## config.mk

```make
export PLATFORM = sky130hd
export DESIGN_NAME = score_uart_reporter_flat
export DESIGN_NICKNAME = d
export VERILOG_FILES = /design/src/rtl/score_uart_reporter_if.sv /design/src/rtl/score_uart_reporter.sv /design/src/flat_wrapper.sv
export SDC_FILE = /design/constraint.sdc
export NUM_CORES = 1
export LEC_CHECK = 0
export CORE_ASPECT_RATIO = 0.5
export CORE_MARGIN = 4
export CORE_UTILIZATION = 50
export CTS_CLUSTER_DIAMETER = 50
export DETAILED_ROUTE_END_ITERATION = 16
export DONT_BUFFER_PORTS = 1
export PLACE_DENSITY = 0.72
export SYNTH_ARGS = -nofsm -noshare
export SYNTH_HDL_FRONTEND = slang
export SYNTH_SLANG_ARGS = --single-unit
```

## constraint.sdc

```tcl
create_clock -name clk -period 2.1 [get_ports clk]
set_input_delay 0.21 -clock clk [delete_from_list [all_inputs] [get_ports clk]]
set_output_delay 0.21 -clock clk [all_outputs]
set_load 0.05 [all_outputs]
```

## src/rtl/score_uart_reporter_if.sv

```systemverilog
// Game-status inputs and UART TX handshake shared between the status
// reporter (slave) and the control/UART side (master).
interface score_uart_reporter_if;
  logic        start;
  logic        over;
  logic [15:0] score;
  logic        score_inc;
  logic        is_transmitting;
  logic        transmit;
  logic [7:0]  tx_byte;
  logic        busy;

  modport slave (
    input  start, over, score, score_inc, is_transmitting,
    output transmit, tx_byte, busy
  );

  modport master (
    output start, over, score, score_inc, is_transmitting,
    input  transmit, tx_byte, busy
  );
endinterface

```

## src/rtl/score_uart_reporter.sv

```systemverilog
// Watches game start/over/score events and streams short ASCII status lines
// (GO, S=dddd, END dddd) through the shared UART transmit handshake.
module score_uart_reporter #(
  parameter int TIMEOUT  = 4096,
  parameter bit EN_SCORE = 1'b1
) (
  input  logic                  clk,
  input  logic                  reset,
  score_uart_reporter_if.slave  bus
);
  localparam int CW = $clog2(TIMEOUT) + 1;

  typedef enum logic [2:0] {
    S_IDLE      = 3'd0,
    S_LOAD      = 3'd1,
    S_SEND      = 3'd2,
    S_WAIT_BUSY = 3'd3,
    S_WAIT_DONE = 3'd4,
    S_NEXT      = 3'd5
  } state_t;

  typedef enum logic [1:0] {
    M_GO    = 2'd0,
    M_SCORE = 2'd1,
    M_END   = 2'd2
  } msg_t;

  function automatic logic [7:0] bcd_char(input logic [3:0] nib);
    if (nib > 4'd9) bcd_char = 8'h3F;
    else            bcd_char = 8'h30 + {4'h0, nib};
  endfunction

  function automatic logic [3:0] msg_last(input msg_t m);
    case (m)
      M_GO:    msg_last = 4'd3;
      M_SCORE: msg_last = 4'd7;
      default: msg_last = 4'd9;
    endcase
  endfunction

  function automatic logic [7:0] msg_byte(input msg_t m, input logic [3:0] idx,
                                          input logic [15:0] s);
    msg_byte = 8'h00;
    case (m)
      M_GO: begin
        case (idx)
          4'd0:    msg_byte = 8'h47;
          4'd1:    msg_byte = 8'h4F;
          4'd2:    msg_byte = 8'h0D;
          default: msg_byte = 8'h0A;
        endcase
      end
      M_SCORE: begin
        case (idx)
          4'd0:    msg_byte = 8'h53;
          4'd1:    msg_byte = 8'h3D;
          4'd2:    msg_byte = bcd_char(s[15:12]);
          4'd3:    msg_byte = bcd_char(s[11:8]);
          4'd4:    msg_byte = bcd_char(s[7:4]);
          4'd5:    msg_byte = bcd_char(s[3:0]);
          4'd6:    msg_byte = 8'h0D;
          default: msg_byte = 8'h0A;
        endcase
      end
      default: begin
        case (idx)
          4'd0:    msg_byte = 8'h45;
          4'd1:    msg_byte = 8'h4E;
          4'd2:    msg_byte = 8'h44;
          4'd3:    msg_byte = 8'h20;
          4'd4:    msg_byte = bcd_char(s[15:12]);
          4'd5:    msg_byte = bcd_char(s[11:8]);
          4'd6:    msg_byte = bcd_char(s[7:4]);
          4'd7:    msg_byte = bcd_char(s[3:0]);
          4'd8:    msg_byte = 8'h0D;
          default: msg_byte = 8'h0A;
        endcase
      end
    endcase
  endfunction

  state_t          state_q, state_d;
  msg_t            msg_q, msg_d;
  logic [15:0]     snap_q, snap_d;
  logic [3:0]      idx_q, idx_d;
  logic [CW-1:0]   cnt_q, cnt_d;
  logic [7:0]      tx_byte_q, tx_byte_d;
  logic            prev_start_q, prev_start_d;
  logic            prev_over_q, prev_over_d;
  logic            p_go_q, p_go_d;
  logic            p_score_q, p_score_d;
  logic            p_end_q, p_end_d;
  logic            transmit_o, busy_o;
  logic            start_ev, over_ev;

  assign start_ev = bus.start & ~prev_start_q;
  assign over_ev  = bus.over  & ~prev_over_q;

  // State register and all datapath flops
  always_ff @(posedge clk or posedge reset) begin
    if (reset) begin
      state_q      <= S_IDLE;
      msg_q        <= M_GO;
      snap_q       <= 16'h0000;
      idx_q        <= 4'd0;
      cnt_q        <= {CW{1'b0}};
      tx_byte_q    <= 8'h00;
      prev_start_q <= 1'b0;
      prev_over_q  <= 1'b0;
      p_go_q       <= 1'b0;
      p_score_q    <= 1'b0;
      p_end_q      <= 1'b0;
    end else begin
      state_q      <= state_d;
      msg_q        <= msg_d;
      snap_q       <= snap_d;
      idx_q        <= idx_d;
      cnt_q        <= cnt_d;
      tx_byte_q    <= tx_byte_d;
      prev_start_q <= prev_start_d;
      prev_over_q  <= prev_over_d;
      p_go_q       <= p_go_d;
      p_score_q    <= p_score_d;
      p_end_q      <= p_end_d;
    end
  end

  // Next-state, message sequencing and pending-flag bookkeeping
  always_comb begin
    state_d      = state_q;
    msg_d        = msg_q;
    snap_d       = snap_q;
    idx_d        = idx_q;
    cnt_d        = cnt_q;
    tx_byte_d    = tx_byte_q;
    prev_start_d = bus.start;
    prev_over_d  = bus.over;
    p_go_d       = p_go_q;
    p_score_d    = p_score_q;
    p_end_d      = p_end_q;

    case (state_q)
      S_IDLE: begin
        if (p_go_q | p_score_q | p_end_q) state_d = S_LOAD;
        else                              state_d = S_IDLE;
      end
      S_LOAD: begin
        if (p_go_q) begin
          msg_d  = M_GO;
          p_go_d = 1'b0;
        end else if (p_score_q) begin
          msg_d     = M_SCORE;
          p_score_d = 1'b0;
        end else begin
          msg_d   = M_END;
          p_end_d = 1'b0;
        end
        snap_d    = bus.score;
        idx_d     = 4'd0;
        tx_byte_d = msg_byte(msg_d, 4'd0, bus.score);
        state_d   = S_SEND;
      end
      S_SEND: begin
        if (!bus.is_transmitting) begin
          cnt_d   = {CW{1'b0}};
          state_d = S_WAIT_BUSY;
        end else begin
          state_d = S_SEND;
        end
      end
      S_WAIT_BUSY: begin
        if (bus.is_transmitting) begin
          state_d = S_WAIT_DONE;
        end else if (cnt_q == CW'(TIMEOUT - 1)) begin
          state_d = S_NEXT;
        end else if (cnt_q != {CW{1'b1}}) begin
          cnt_d = cnt_q + CW'(1);
        end else begin
          cnt_d = cnt_q;
        end
      end
      S_WAIT_DONE: begin
        if (!bus.is_transmitting) state_d = S_NEXT;
        else                      state_d = S_WAIT_DONE;
      end
      S_NEXT: begin
        if (idx_q >= msg_last(msg_q)) begin
          state_d = S_IDLE;
        end else begin
          idx_d     = idx_q + 4'd1;
          tx_byte_d = msg_byte(msg_q, idx_q + 4'd1, snap_q);
          state_d   = S_SEND;
        end
      end
      default: state_d = S_IDLE;
    endcase

    // Events are applied after the LOAD clear so one arriving that cycle is kept
    if (start_ev) begin
      p_go_d    = 1'b1;
      p_score_d = 1'b0;
      p_end_d   = 1'b0;
    end else begin
      if (bus.score_inc && EN_SCORE) p_score_d = 1'b1;
      else                           p_score_d = p_score_d;
      if (over_ev) begin
        p_end_d   = 1'b1;
        p_score_d = 1'b0;
      end else begin
        p_end_d = p_end_d;
      end
    end
  end

  // Output decode; transmit is gated by the live busy flag so it never overlaps it
  always_comb begin
    transmit_o = 1'b0;
    if ((state_q == S_SEND) && !bus.is_transmitting) transmit_o = 1'b1;
    else                                             transmit_o = 1'b0;
    busy_o = (state_q != S_IDLE);
  end

  assign bus.transmit = transmit_o;
  assign bus.tx_byte  = tx_byte_q;
  assign bus.busy     = busy_o;
endmodule

```

## src/flat_wrapper.sv

```systemverilog
// flat-port wrapper written by rule: the top's interface ports become plain ports
module score_uart_reporter_flat 
#(
  parameter int TIMEOUT  = 4096,
  parameter bit EN_SCORE = 1'b1
)
  (clk, reset, bus_start, bus_over, bus_score, bus_score_inc, bus_is_transmitting, bus_transmit, bus_tx_byte, bus_busy);
  score_uart_reporter_if bus_i ();
  input  logic clk;
  input  logic reset;
  input wire logic [$bits(bus_i.start)-1:0] bus_start;
  input wire logic [$bits(bus_i.over)-1:0] bus_over;
  input wire logic [$bits(bus_i.score)-1:0] bus_score;
  input wire logic [$bits(bus_i.score_inc)-1:0] bus_score_inc;
  input wire logic [$bits(bus_i.is_transmitting)-1:0] bus_is_transmitting;
  output wire logic [$bits(bus_i.transmit)-1:0] bus_transmit;
  output wire logic [$bits(bus_i.tx_byte)-1:0] bus_tx_byte;
  output wire logic [$bits(bus_i.busy)-1:0] bus_busy;
  assign bus_i.start = bus_start;
  assign bus_i.over = bus_over;
  assign bus_i.score = bus_score;
  assign bus_i.score_inc = bus_score_inc;
  assign bus_i.is_transmitting = bus_is_transmitting;
  assign bus_transmit = bus_i.transmit;
  assign bus_tx_byte = bus_i.tx_byte;
  assign bus_busy = bus_i.busy;
  score_uart_reporter #(.TIMEOUT(TIMEOUT), .EN_SCORE(EN_SCORE)) u_core (.clk(clk), .reset(reset), .bus(bus_i));
endmodule
```

==> out/results.ini, run 1 <==
[placed_design]
pre_cts_ws_ns = -0.0552
dp_hpwl_um = 5540
gp_congestion = 0.884
place_area_um2 = 3380
place_inst = 471
portBuffers = 0

[global_routing]
grt_first_pass_wirelength_um = 13400
grt_remaining_overflow = 0
grt_usage = 0.212
grt_antenna_before_repair = 0
grt_max_degree = 30
grt_pass1_vias = 2810

[cells_and_area]
nNetsFinal = 430
drive_gt1_frac = 0.153
fin_cells = 488
design_area_um2 = 3690
areaGrowthSynthToFinish_pct = 16.5
diodes = 0
n_fill_cell = 541

[power]
power_density_nw_per_um2 = 1230
finalPower_w = 0.00455
leakage_nw = 1.69
irDropWorstVdd_mv = 0.630

[sta]
worstMarginPinSlew_ns = 0.508
fin_crit_sh = 0.972
hold_violations = 0
min_period_ns = 2.04
finalWorstSetupSlack_ns = 0.0581
setup_viol = 0
fmax_mhz = 490
skew_ns = 0.00924
rsz0062_at_grt = yes
timing.final.max_slew_violations = 0
slew_headroom = 0.661

[yosys]
synth_nets = 410
synth_top_family_by_area = compound AO/OA/AOI/OAI gates
synth_area_um2 = 3170
synth_warnings = 0
yosysMostFrequentCell = nand2_1
synthAdderAreaFrac = 0.0355
synth_simple_gate_area_frac = 0.231
synth_edf_count = 0
synth_area_leaders = dfrtp_1, nand2_1, o21ai_0
synth_xor_area_frac = 0.0166
synth.avg_cell_area_um2 = 8.37
ys_types = 58
synth.mux.area_fraction = 0.0158
synth_top_area_share = 0.395
synth-seq-cells = 50
yosysSeqAreaShare = 0.395
synth.largest_area_cell = dfrtp_1
synth_compound_area_frac = 0.255
synthCells = 379
yosys-top-cells-count = nand2_1, dfrtp_1, o21ai_0
synthArstFlopShare = 1.00
synth-main-ff-cell = dfrtp_1

[run]
maxCapViolCount = 0

[critical_path]
r2r_cells = 7
critPathArrivalTime_ns = 2.21
endpoint_kind = flip-flop
reg2reg_setup_slack_ns = 0.06
crit_start = u_core.idx_q[0]
reg2reg_to = u_core.bus.tx_byte[1]
crit_path_max_fanout = 9
cp.required_ns = 2.27
reg2reg_from = u_core.idx_q[0]
cp-start-kind = flip-flop
critPathKind = flip-flop to flip-flop

[clock_tree]
clk_pin_slew_worst_paths_ns = 0.07
cts_max_level = 2
cts_max_path_buffers = 2
cts_buffers = 5
insertion_delay_ns = 0.29
clock_sinks = 50
cts_tree = yes
cts-root-buf = clkbuf_16

[die]
num_rows = 20
initial_core_util = 0.519
core_area_um2 = 6110
die_h_um = 64.3
pin_count = 32
die-width_um = 121
dieArea_um2 = 7760

[route]
vias = 2932
wl_um = 8000
drc_errors = 0
drtPass1Iterations = 5
drt_iter0_drc = 313
antenna_left = 0
viasPerCell = 6.01
wl_per_cell_um = 16.4

[worst_hold_path]
worstHoldPathType = primary input to flip-flop
hold_depth = 1
min_to = u_core.state_q[0]
hp-start = bus_is_transmitting

[outcome]
outcome = complete, no violations

[layout by cell type (no fill, tap or decap), types with 2 or more instances in the layout]
| master | synthesis | final |
|---|---|---|
| and3_1 | 6 | 6 |
| nand2_1 | 68 | 67 |
| dfrtp_2 | 0 | 2 |
| clkbuf_16 | 0 | 5 |
| o21ai_0 | 35 | 32 |
| a21o_1 | 12 | 12 |
| a31oi_1 | 11 | 11 |
| and4_1 | 2 | 2 |
| xor2_1 | 5 | 5 |
| o31ai_1 | 4 | 4 |
| a21oi_1 | 19 | 18 |
| nor2_1 | 24 | 24 |
| a221oi_1 | 2 | 2 |
| nor3_1 | 4 | 3 |
| or3_1 | 4 | 4 |
| nand3_1 | 6 | 6 |
| dlygate4sd3_1 | 0 | 3 |
| nor2b_1 | 8 | 7 |
| and2_1 | 3 | 4 |
| o32ai_1 | 2 | 2 |
| nand4_1 | 7 | 7 |
| nor3b_1 | 2 | 2 |
| a211oi_1 | 3 | 3 |
| a22o_1 | 2 | 2 |
| mux2i_1 | 5 | 5 |
| nand2b_1 | 6 | 6 |
| inv_1 | 14 | 13 |
| nor3_2 | 1 | 2 |
| buf_4 | 3 | 28 |
| ha_1 | 9 | 7 |
| o22ai_1 | 8 | 7 |
| o211ai_1 | 3 | 3 |
| a22oi_1 | 9 | 9 |
| dfrtp_1 | 50 | 48 |
| buf_6 | 1 | 3 |
| o21ai_1 | 0 | 2 |
[logic make-up after synthesis]
group,after synthesis
simple gates,149
compound gates,123
flops,50
buf+inv,36
fa+ha+maj,9
xor+xnor,6
mux,5
other cells,1
[sequential cells by signal (all words and copies together), names as in the netlist, 2 cells and up]
register            cells
u_core.snap_q          16
u_core.cnt_q           13
u_core.idx_q            4
u_core.msg_q            2
u_core.bus.tx_byte      7
u_core.state_q          3
[stage by stage]
step | util | hold slack (ns) | setup TNS (ns)
after detailed placement | 0.554 | 0.156 | -0.0611
final | 0.605 | 0.0237 | 0
after global routing | 0.605 | 0.0192 | -0.0666
after global placement | 0.554 | 0.145 | 0
after CTS | 0.592 | 0.0191 | 0
after floorplan | - | 0.241 | 0
[repair_timing]
item,4_1_cts,5_1_grt
hold endpoints to repair,23,0
pin swaps,0,1
endpoints found under the setup margin,3,7
resized for setup,1,19
buffers inserted,4,2
hold buffers,3,0
[power breakdown]
part / switching [W] / leakage, nW / internal (W)
registers: 0.000457 / 0.629 / 0.00126
logic: 0.00110 / 0.982 / 0.000778
clock network: 0.000350 / 0.0841 / 0.000596
total: 0.00191 / 1.69 / 0.00263
[critical path, stage by stage (launching register included)]
cell and delay (ns):
dfrtp_2 0.47, buf_4 0.18, a21bo_4 0.24, and2_4 0.18, a21oi_4 0.27, o22ai_1 0.15
a211oi_1 0.32, a21oi_1 0.11
[worst max-delay path by stage]
stage and end:
2_1_floorplan u_core.bus.tx_byte[1], 3_3_place_gp u_core.bus.tx_byte[2], 3_5_place_dp u_core.bus.tx_byte[2], 4_1_cts u_core.bus.tx_byte[3]
5_1_grt u_core.bus.tx_byte[5], 6_report u_core.bus.tx_byte[1]
[per-layer routing]
metal  vias up  share of wire  global-route usage
li1       1397              -                   -
met1      1443           0.47               0.287
met2        86           0.47               0.359
met3         6          0.056              0.0451
met4         0         0.0036              0.0282
met5         -              0                   0
[layout make-up]
cell class	instances	area, um2	area share
tap	88	110	0.0298
clock inverter	1	30.0	0.00813
sequential	50	1250	0.339
timing repair buffer	35	294	0.0796
clock buffer	7	143	0.0386
multi-input combinational	293	1810	0.490
inverter	14	52.6	0.0142
Note: power is estimated with default switching activity, not from simulation.
==> run 2: changes to the inputs <==
- DONT_BUFFER_PORTS: 1 -> not set
- PLACE_DENSITY: 0.72 -> 0.78
==> out/results.ini, run 2 (synthesis gave the netlist of run 1 again) <==
[outcome]
outcome = complete, no violations

[power]
switching_share = 0.427  ; +0.00702
clock_power_share = 0.172  ; -0.036
power_density_nw_per_um2 = 1150  ; -6.7%
irDropWorstVdd_mv = 0.597  ; -5.2%
p_int_w = 0.00263  ; about the same
p_sw_w = 0.00197  ; +2.8%
p_seq_frac = 0.338  ; -0.040
leakage_nw = 1.82  ; +7.2%
p_comb_frac = 0.490  ; +0.076

[sta]
fmax_mhz = 490  ; about the same
slew_headroom = 0.659  ; -0.00212
setup_viol = 0  ; unchanged
setup_tns_ns = 0  ; unchanged
skew_ns = 0.00784  ; -0.00140 ns
timing.final.max_slew_violations = 0  ; unchanged
fin_crit_sh = 0.972  ; about the same
hold_violations = 0  ; unchanged
worstMarginPinSlew_ns = 0.510  ; +0.00158 ns
min_period_ns = 2.04  ; +0.0000846 ns

[route]
drt_iter0_drc = 327  ; +4.5%
wl_per_cell_um = 16.1  ; -1.7%
viasPerCell = 6.02  ; +0.25%
antenna_left = 0  ; unchanged
drtPass1Iterations = 5  ; unchanged
drc_errors = 0  ; unchanged
wl_um = 8390  ; +4.9%
vias = 3138  ; +7.0%

[clock_tree]
cts-root-buf = clkbuf_16
clk_pin_slew_worst_paths_ns = 0.07  ; about the same
insertion_delay_ns = 0.30  ; about the same
clock_sinks = 50  ; unchanged
cts_max_path_buffers = 2  ; unchanged
cts_tree = yes
cts_max_level = 2  ; unchanged
cts_buffers = 5  ; unchanged

[cells_and_area]
utilization = 0.656  ; +0.0508
drive_gt1_frac = 0.169  ; +0.0161
nNetsFinal = 463  ; +7.7%
mostFrequentLayoutCell = nand2_1
n_fill_cell = 532  ; -1.7%
areaGrowthSynthToFinish_pct = 26.3
largest_reg_flops = 16  ; unchanged
top_register = u_core.snap_q
diodes = 0  ; unchanged
mostFrequentLayoutCells = nand2_1, dfrtp_1, buf_4, o21ai_0, clkdlybuf4s50_1

[critical_path]
critPathArrivalTime_ns = 2.22  ; about the same
cp-start-kind = flip-flop
cp.required_ns = 2.28  ; about the same
slowest_stage = dfrtp_2
critPathKind = flip-flop to flip-flop
endpoint_kind = flip-flop
slowest_delay_ns = 0.46  ; about the same
cp_cell_sequence = buf_6 -> ha_4 -> a21o_1 -> a21oi_1 -> o211ai_1 -> buf_4 -> a31oi_1 -> a32o_1
crit_path_max_fanout = 5  ; -4

[placed_design]
portBuffers = 30  ; +30
gp_congestion = 0.957  ; +8.3%
dp_hpwl_um = 6000  ; +8.2%

[die]
initial_core_util = 0.519  ; unchanged
dieArea_um2 = 7760  ; unchanged
pin_count = 32  ; unchanged
die_h_um = 64.3  ; unchanged
die-width_um = 121  ; unchanged
num_rows = 20  ; unchanged
core_area_um2 = 6110  ; unchanged

[global_routing]
grt_first_pass_wirelength_um = 13900  ; +3.9%
grt_pass1_vias = 2935  ; +4.4%
grt_remaining_overflow = 0  ; unchanged
grt_antenna_before_repair = 0  ; unchanged
grt_max_degree = 27  ; -10%
grt_usage = 0.223  ; +0.0112

[worst_hold_path]
worstHoldPathType = primary input to asynchronous set/reset pin

[run]
maxCapViolCount = 0  ; unchanged

[run 2: cell count changes in the layout (fill, tap and decap cells not counted), sizes merged]
cell           before  now
clkdlybuf4s50       0   28
buf                32   39
dlygate4sd3         3    0
bufinv              1    0
clkinvlp            0    1
dlymetal6s2s        0    1
[run 2: area by class of cell]
cell class                      instances  area [um2]  share of cell area
Clock buffer                            7         133              0.0331
Clock inverter                          1        7.51             0.00188
Inverter                               14        52.6              0.0131
Multi-Input combinational cell        293        1830               0.458
Sequential cell                        50        1250               0.313
Tap cell                               88         110              0.0275
Timing Repair Buffer                   68         614               0.153
[run 2: per-layer routing]
layer,part of all wire,vias up,wire (um),track usage
li1,-,1457,-,-
met1,0.44,1540,3700,0.290
met2,0.48,125,4010,0.365
met3,0.063,16,526,0.0531
met4,0.018,0,155,0.0805
met5,0,-,0,0
[run 2: path summary, 6_finish.rpt]
kind / startpoint / endpoint / slack (ns) / cells past startpoint
hold reg to reg: u_core.snap_q[12] / u_core.snap_q[12] / 0.47 / 2
setup / recovery: u_core.idx_q[1] / u_core.bus.tx_byte[3] / 0.06 / 8
min in group clk: bus_over / u_core.prev_over_q / 0.37 / 1
setup reg to reg: u_core.idx_q[1] / u_core.bus.tx_byte[3] / 0.06 / 8
hold / removal: reset / u_core.cnt_q[11] / 0.19 / 2
max in group asynchronous: reset / u_core.idx_q[0] / 1.42 / 3
[run 2: critical path: cells and delay by family (launching register included)]
family | cells | cell delay (ns)
fa+ha+maj | 1 | 0.25
flops | 1 | 0.46
compound gates | 5 | 0.85
buf+inv | 2 | 0.35
[run 2: power by group through the flow]
stage | sequential (W) | combinational, W | clock, W
after CTS | 0.00155 | 0.00212 | 0.000806
final | 0.00156 | 0.00225 | 0.000791
after detailed placement | 0.00156 | 0.00210 | 0
after global routing | 0.00160 | 0.00247 | 0.000850
after global placement | 0.00155 | 0.00203 | 0
after floorplan | 0.00165 | 0.00132 | 0
[run 2: stage by stage]
step	hold slack (ns)	area (um2)	cells	setup WS, ns	power, W
floorplan	0.241	3170	379	0.00130	0.00297
global placement	0.453	3740	508	0.0335	0.00357
detailed placement	0.458	3740	508	-0.0320	0.00367
CTS	0.191	3890	516	0.0108	0.00448
global route	0.208	4000	521	-0.0351	0.00493
finish	0.190	4000	521	0.0581	0.00460
[run 2: timing repair]
| item | in CTS | in global routing |
|---|---|---|
| resized for setup | 3 | 23 |
| hold buffers | 0 | 0 |
| setup buffers | 0 | 5 |
| endpoints found under the hold margin | 0 | 0 |
| pin swaps | 0 | 4 |
| endpoints found under the setup margin | 4 | 7 |
| gates cloned | 0 | 0 |
